`config.mk`:
```
export PLATFORM = sky130hd
export DESIGN_NAME = alu_bist_driver
export DESIGN_NICKNAME = d
export VERILOG_FILES = /design/src/rtl/alu_bist_driver.sv
export SDC_FILE = /design/constraint.sdc
export NUM_CORES = 1
export LEC_CHECK = 0
export BUFFER_PORTS_ARGS = -buffer_cell sky130_fd_sc_hd__buf_2
export CAP_MARGIN = 5
export CORE_ASPECT_RATIO = 0.5
export CORE_MARGIN = 2
export CORE_UTILIZATION = 54
export DETAILED_ROUTE_END_ITERATION = 8
export GPL_ROUTABILITY_DRIVEN = 0
export GPL_TIMING_DRIVEN = 0
export PLACE_DENSITY = 0.8
export SYNTH_ARGS = -nofsm -noshare
export SYNTH_HDL_FRONTEND = slang
export SYNTH_SLANG_ARGS = --single-unit
```
`constraint.sdc`:
```
create_clock -name clk -period 2.5 [get_ports clk]
set_input_delay 0.125 -clock clk [delete_from_list [all_inputs] [get_ports clk]]
set_output_delay 0.125 -clock clk [all_outputs]
set_load 0.01 [all_outputs]
```
`src/rtl/alu_bist_driver.sv`:
```
// Self-test engine for the 4-bit ALU macro: sweeps every operand pair per opcode,
// folds each sampled result into a 16-bit MISR and compares it with a golden signature.
module alu_bist_driver #(
    parameter int unsigned NUM_OPS       = 16,
    parameter int unsigned SETTLE_CYCLES = 1
) (
    input  logic        clk,
    input  logic        rst_n,
    input  logic        ena,
    input  logic        start,
    input  logic [15:0] golden,
    input  logic [7:0]  result_in,
    output logic [7:0]  alu_operands,
    output logic [3:0]  alu_opcode,
    output logic        busy,
    output logic        done,
    output logic        pass,
    output logic [15:0] signature
);

    localparam int unsigned OPND_W = 8;
    localparam int unsigned OPC_W  = 4;
    localparam int unsigned CNT_W  = 4;
    localparam int unsigned SIG_W  = 16;

    localparam logic [SIG_W-1:0]  SIG_SEED    = 16'hFFFF;
    localparam logic [SIG_W-1:0]  SIG_POLY    = 16'h1021;
    localparam logic [OPND_W-1:0] LAST_OPND   = 8'hFF;
    localparam logic [OPC_W-1:0]  LAST_OPC    = OPC_W'(NUM_OPS - 1);
    localparam logic [CNT_W-1:0]  LAST_SETTLE = CNT_W'(SETTLE_CYCLES - 1);

    typedef enum logic [1:0] {
        ST_IDLE,
        ST_SETTLE,
        ST_SAMPLE,
        ST_DONE
    } state_e;

    state_e             state_q,  state_d;
    logic [OPND_W-1:0]  opnd_q,   opnd_d;
    logic [OPC_W-1:0]   opc_q,    opc_d;
    logic [CNT_W-1:0]   settle_q, settle_d;
    logic [SIG_W-1:0]   sig_q,    sig_d;
    logic [SIG_W-1:0]   golden_q, golden_d;
    logic               busy_q,   busy_d;
    logic               done_q,   done_d;
    logic               pass_q,   pass_d;
    logic [SIG_W-1:0]   sig_fold;
    logic               last_vec;

    // MISR step for the result currently on the bus
    assign sig_fold = {sig_q[SIG_W-2:0], 1'b0}
                    ^ (sig_q[SIG_W-1] ? SIG_POLY : '0)
                    ^ {8'h00, result_in};
    assign last_vec = (opnd_q == LAST_OPND) && (opc_q == LAST_OPC);

    always_comb begin
        state_d  = state_q;
        opnd_d   = opnd_q;
        opc_d    = opc_q;
        settle_d = settle_q;
        sig_d    = sig_q;
        golden_d = golden_q;
        busy_d   = busy_q;
        done_d   = done_q;
        pass_d   = pass_q;

        if (ena) begin
            case (state_q)
                ST_IDLE, ST_DONE: begin
                    if (start) begin
                        state_d  = ST_SETTLE;
                        sig_d    = SIG_SEED;
                        golden_d = golden;
                        opnd_d   = '0;
                        opc_d    = '0;
                        settle_d = '0;
                        busy_d   = 1'b1;
                        done_d   = 1'b0;
                        pass_d   = 1'b0;
                    end
                end
                ST_SETTLE: begin
                    if (settle_q == LAST_SETTLE) begin
                        state_d  = ST_SAMPLE;
                        settle_d = '0;
                    end else begin
                        settle_d = settle_q + CNT_W'(1);
                    end
                end
                ST_SAMPLE: begin
                    sig_d = sig_fold;
                    if (last_vec) begin
                        state_d = ST_DONE;
                        busy_d  = 1'b0;
                        done_d  = 1'b1;
                        pass_d  = (sig_fold == golden_q);
                    end else begin
                        // operand is the inner loop; its wrap steps the opcode
                        state_d  = ST_SETTLE;
                        settle_d = '0;
                        opnd_d   = opnd_q + OPND_W'(1);
                        if (opnd_q == LAST_OPND) begin
                            opc_d = opc_q + OPC_W'(1);
                        end
                    end
                end
                default: begin
                    state_d = ST_IDLE;
                end
            endcase
        end
    end

    always_ff @(posedge clk) begin
        if (!rst_n) begin
            state_q  <= ST_IDLE;
            opnd_q   <= '0;
            opc_q    <= '0;
            settle_q <= '0;
            sig_q    <= SIG_SEED;
            golden_q <= '0;
            busy_q   <= 1'b0;
            done_q   <= 1'b0;
            pass_q   <= 1'b0;
        end else begin
            state_q  <= state_d;
            opnd_q   <= opnd_d;
            opc_q    <= opc_d;
            settle_q <= settle_d;
            sig_q    <= sig_d;
            golden_q <= golden_d;
            busy_q   <= busy_d;
            done_q   <= done_d;
            pass_q   <= pass_d;
        end
    end

    assign alu_operands = opnd_q;
    assign alu_opcode   = opc_q;
    assign busy         = busy_q;
    assign done         = done_q;
    assign pass         = pass_q;
    assign signature    = sig_q;

endmodule

```
**Word-level counts from Yosys, hierarchy flattened**

Index checks and enable logic that the tools add are counted.

- Register bits after elaboration: 53

- $add $sub $neg: 3
- Multiplexer cells: 25
- Bitwise gates (word level): 2
- Reduce and logical (&&, ||, !) cells: 12
- Equal/unequal tests: 11

Operators by type and width:

| operator | count |
|---|---|
| 16-bit case mux with 2 select lines | 1 |
| 4-bit two-way mux | 5 |
| 16-bit equality test | 1 |
| 16-bit two-way mux | 1 |
| 8-bit two-way mux | 2 |
| 8-bit case mux with 2 select lines | 1 |
| 16-bit by 13-bit bitwise XOR with 16-bit output | 1 |
| 16-bit by 8-bit bitwise XOR with 16-bit output | 1 |
| 13-bit two-way mux | 1 |
| 4-bit case mux with 3 select lines | 1 |
| 3-bit AND reduction | 4 |
| 2-bit inequality test (second input constant) | 5 |
| 4-bit by 1-bit adder with 4-bit output (second input constant) | 2 |
| 8-bit by 1-bit adder with 8-bit output (second input constant) | 1 |
| 8-bit equality test (second input constant) | 1 |
| 4-bit case mux with 2 select lines | 1 |
| 4-bit AND reduction | 2 |
| 2-bit two-way mux | 3 |
| 1-bit case mux with 2 select lines | 3 |
| 2-bit case mux with 3 select lines | 1 |
| 1-bit two-way mux | 5 |
| 5-bit AND reduction | 1 |
| 2-bit equality test (second input constant) | 2 |
| 4-bit equality test (second input constant) | 1 |
| other kinds (6) | 6 |

**Depth between registers and ports, before layout**

- Depth after elaboration: 6
- Gate-level depth with buffers: 8
- Mapped depth without buffers: 6

**Worst setup path after synthesis**

Ideal clock, no wire load.

- Path type: register to register
- Start point: reg state_q[0]
- End point: reg sig_q[1] (netlist: signature[1])
- Path buffers: 2
- Data arrival time: 1.799 ns
- Stages on the path, launching flop included: 9
- Slack: 0.571 ns
- Cells stage by stage: dfxtp_1 inv_1 ha_1 mux2_2 and2_1 clkbuf_1 clkbuf_1 o22ai_1 nand2_1

- Cells in the longest elaborated chain, start to end: 4
- Elaborated cells on any way between the ends: 8
- Those cells by class: 3 x eq/ne; 1 x mux; 4 x reduce/logical

Ends and longest elaborated chain:

| what | RTL line | text |
|---|---|---|
| start, declared | 39 | `state_e state_q, state_d;` |
| start signal, assigned | 127 | `state_q <= state_d;` |
| 2-bit equality test or 2-bit zero test (tied branches) | 69 | `case (state_q)` |
| 2-bit OR reduction | 69 |  |
| 2-bit inequality test (no source line) or 2-bit nonzero test (tied branches) | -- |  |
| 3-bit AND reduction (no source line) | -- |  |
| end signal, assigned | 131 | `sig_q <= sig_d;` |
| end, declared | 43 | `logic [SIG_W-1:0] sig_q, sig_d;` |

Several ways; a longest one is shown, not always the timed one.
A chain may end at the register's enable or synchronous reset.

**Worst setup path after layout**

- Start point: reg state_q[0]
- End point: reg opc_q[1] (netlist: alu_opcode[1])

- Cells in the longest elaborated chain, start to end: 4
- Elaborated cells on any way between the ends: 10
- Those cells by class: 5 x eq/ne; 1 x mux; 4 x reduce/logical

Ends and longest elaborated chain:

| what | RTL line | text |
|---|---|---|
| 2-bit equality test or 2-bit zero test (tied branches) | 69 |  |
| 2-bit OR reduction | 69 |  |
| 2-bit inequality test (no source line) or 2-bit nonzero test (tied branches) | -- |  |
| 5-bit AND reduction (no source line) | -- |  |
| end signal, assigned | 129 | `opc_q <= opc_d;` |
| end, declared | 41 | `logic [OPC_W-1:0] opc_q, opc_d;` |

Several ways; a longest one is shown, not always the timed one.

==> out/metrics.csv <==
stage,metric,value,unit
floorplanning,die_area,5420,um2
sta,post-route-period-util,90.7,%
clock_network,clk_latency,310,ps
route,wl,6050,um
synth,syn-num-nets,334,
clock_network,cts.path.max_buffers,2,
clock_network,cts_tree,built,
clock_network,htree_levels,2,
critical_path,worst-path-max-fanout,10,
sta,fin_skew,4.37,ps
worst_hold_path,hp-class,in2reg,
sta,setup_viol,0,
route,via_per_inst,5.50,
critical_path,endpoint_kind,register,
sta,hold_viol,0,
sta,rsz0062_at_grt,false,
job,maxCapViolCount,0,
power_and_ir_drop,ir_drop,0.346,mV
synth,ys_seq_area_share,40.8,%
sta,setup_tns,0,ps
layout,final_common_cell,nand2_1,
global_routing,grt_max_degree,16,
critical_path,cpMaxStageDelayCell,clkbuf_1,
floorplanning,coreArea,4510,um2
layout,layout_common_cells,"nand2_1 (66), buf_2 (59), dfxtp_1 (53)",
route,postRouteAntennaNets,0,
placed_design,io_buffers,57,
critical_path,critPathTopFamily,buffers and inverters,
clock_network,path_clk_slew,90,ps
synth,ys_ff_latch,53,
global_routing,grt_pass1_vias,2265,
floorplanning,die_h,53.1,um
route,wl_per_cell,14.1,um
route,drtPass1Iterations,4,
sta,relSlewSlack,49.0,%
layout,num-nets-final,398,
clock_network,clock-sinks,53,
critical_path,cpPeakStageDelay,410,ps
sta,timing.hold.ws,43.5,ps
synth,yosys_warnings,0,
synth,synthFlopType,dfxtp_1,
power_and_ir_drop,powerDensity,533,nW/um2
route,drt_iter0_drc,75,
global_routing,grt-ovfl-total,0,
route,vias,2358,
critical_path,crit_chain,inv_1 -> ha_1 -> mux2_2 -> nand2_1 -> clkbuf_1 -> o21ai_0 -> a21oi_1,
clock_network,cts_root_buf,clkbuf_8,
clock_network,cts_buffers,5,
floorplanning,rows,17,
sta,slew_viol_final,0,
global_routing,grt_pass1_wl,10200,um
sta,fmax,441,MHz
synth,synthArstFlopShare,0,%
floorplanning,pin_count,59,
layout,num_antenna_cells,0,
synth,syn_inst,299,
layout,post-route-util,67.9,%
sta,fin_crit,2270,ps
global_routing,antenna_found_initial,0,
floorplanning,fp.dieW,102,um
sta,worstMarginPinSlew,760,ps
placed_design,dp_hpwl,4610,um
critical_path,cp.arrival,2500,ps
synth,synth_area_per_cell,8.70,um2
floorplanning,start_util,57.7,%
layout,final_layout_size_suffix_gt1_share,21.5,%
layout,fillers,381,
power_and_ir_drop,cellLeakagePower,1.29,nW
critical_path,setup.worst_path.start_class,register,
run_status,outcome,completed,
critical_path,required,2740,ps
synth,synth_edf_count,0,
synth,synth.cell_area,2600,um2
critical_path,critPathBufInv,2,
layout,areaGrowthSynthToFinish,17.7,%
clock_network,cts_hold_buf,0,
critical_path,crit_type,reg2reg,
global_routing,grt_use_total,24.3,%
synth,synth_cell_type_count,44,
route,drc,0,
==> state kept, by name, indices dropped and copies added, names as in the netlist <==
name,flops
alu_operands,8
state_q,2
pass,1
signature,16
alu_opcode,4
busy,1
golden_q,16
done,1
settle_q,4
==> cell families (layout without fill, tap and decap cells) <==
kind of cell	count (synthesis)	after routing	share of synthesized area [%]
flip-flops	53	53	40.8
adder cells (fa/ha/maj)	7	7	3.37
AO/OA/AOI/OAI	67	67	16.2
AND/OR/NAND/NOR	119	119	23.2
multiplexers	2	2	0.818
XOR/XNOR	26	26	11.9
buffers and inverters	25	89	3.70
==> worst paths after layout <==
check | from | endpoint | slack [ps] | cells past startpoint
worst max-delay path | state_q[0] | alu_opcode[1] | 230 | 7
worst min-delay path | golden[2] | golden_q[2] | 40 | 3
worst max register to register | state_q[0] | alu_opcode[1] | 230 | 7
worst min register to register | golden_q[2] | golden_q[2] | 470 | 2
==> layer usage <==
metal,part of all wire [%],track usage [%],vias up
met5,0,0,-
met4,0.40,5.78,0
met3,6.1,4.89,5
met2,47,41.9,68
met1,46,31.8,1096
li1,-,-,1189
==> worst reg2reg max path, delay by kind of cell, from the launching register on <==
kind | cells | cell delay, ps
AOI/OAI and AO/OA | 2 | 320
adders and majority gates | 1 | 360
buffers and inverters | 2 | 470
DFF | 1 | 390
muxes | 1 | 390
and+or+nand+nor | 1 | 260
==> per-stage QoR <==
stage               total power [mW]  cell area (um2)  std cells  setup WS [ps]
floorplan                       1.07             2600        299            571
detailed placement              1.15             2970        422            238
CTS                             1.63             3060        429            216
global placement                1.14             2970        422            269
global route                    1.70             3060        429           56.7
finish                          1.63             3060        429            234
==> synth_stat cells (5+ instances only) <==
cell type | n | area share, %
nand2_1 | 66 | 9.5
dfxtp_1 | 53 | 41
a21oi_1 | 27 | 5.2
nand3_1 | 17 | 3.3
clkbuf_1 | 14 | 2.0
xnor2_1 | 14 | 4.7
inv_1 | 9 | 1.3
o31ai_1 | 9 | 2.6
o211ai_1 | 8 | 2.3
ha_1 | 7 | 3.4
o22ai_1 | 6 | 1.4
or4_1 | 6 | 1.7
xnor3_1 | 6 | 5.2
xor2_1 | 6 | 2.0
o21ai_0 | 5 | 0.96
==> what timing repair did <==
item / CTS / global route
resized for setup: 0 / 1
setup buffers: 0 / 0
setup endpoints to repair: 0 / 9
==> layout make-up <==
| cell class | count | area, um2 | area share [%] |
|---|---|---|---|
| Buffer | 16 | 62.6 | 2.04 |
| Clock buffer | 6 | 82.6 | 2.70 |
| Clock inverter | 1 | 7.51 | 0.245 |
| Inverter | 9 | 33.8 | 1.10 |
| Multi-Input combinational cell | 221 | 1450 | 47.3 |
| Sequential cell | 53 | 1060 | 34.6 |
| Tap cell | 66 | 82.6 | 2.70 |
| Timing Repair Buffer | 57 | 285 | 9.31 |
==> power breakdown <==
group | internal [mW] | switching, mW
registers | 0.874 | 0.0287
clock network | 0.220 | 0.284
logic | 0.102 | 0.125
Note: power is estimated with default switching activity, not from simulation.
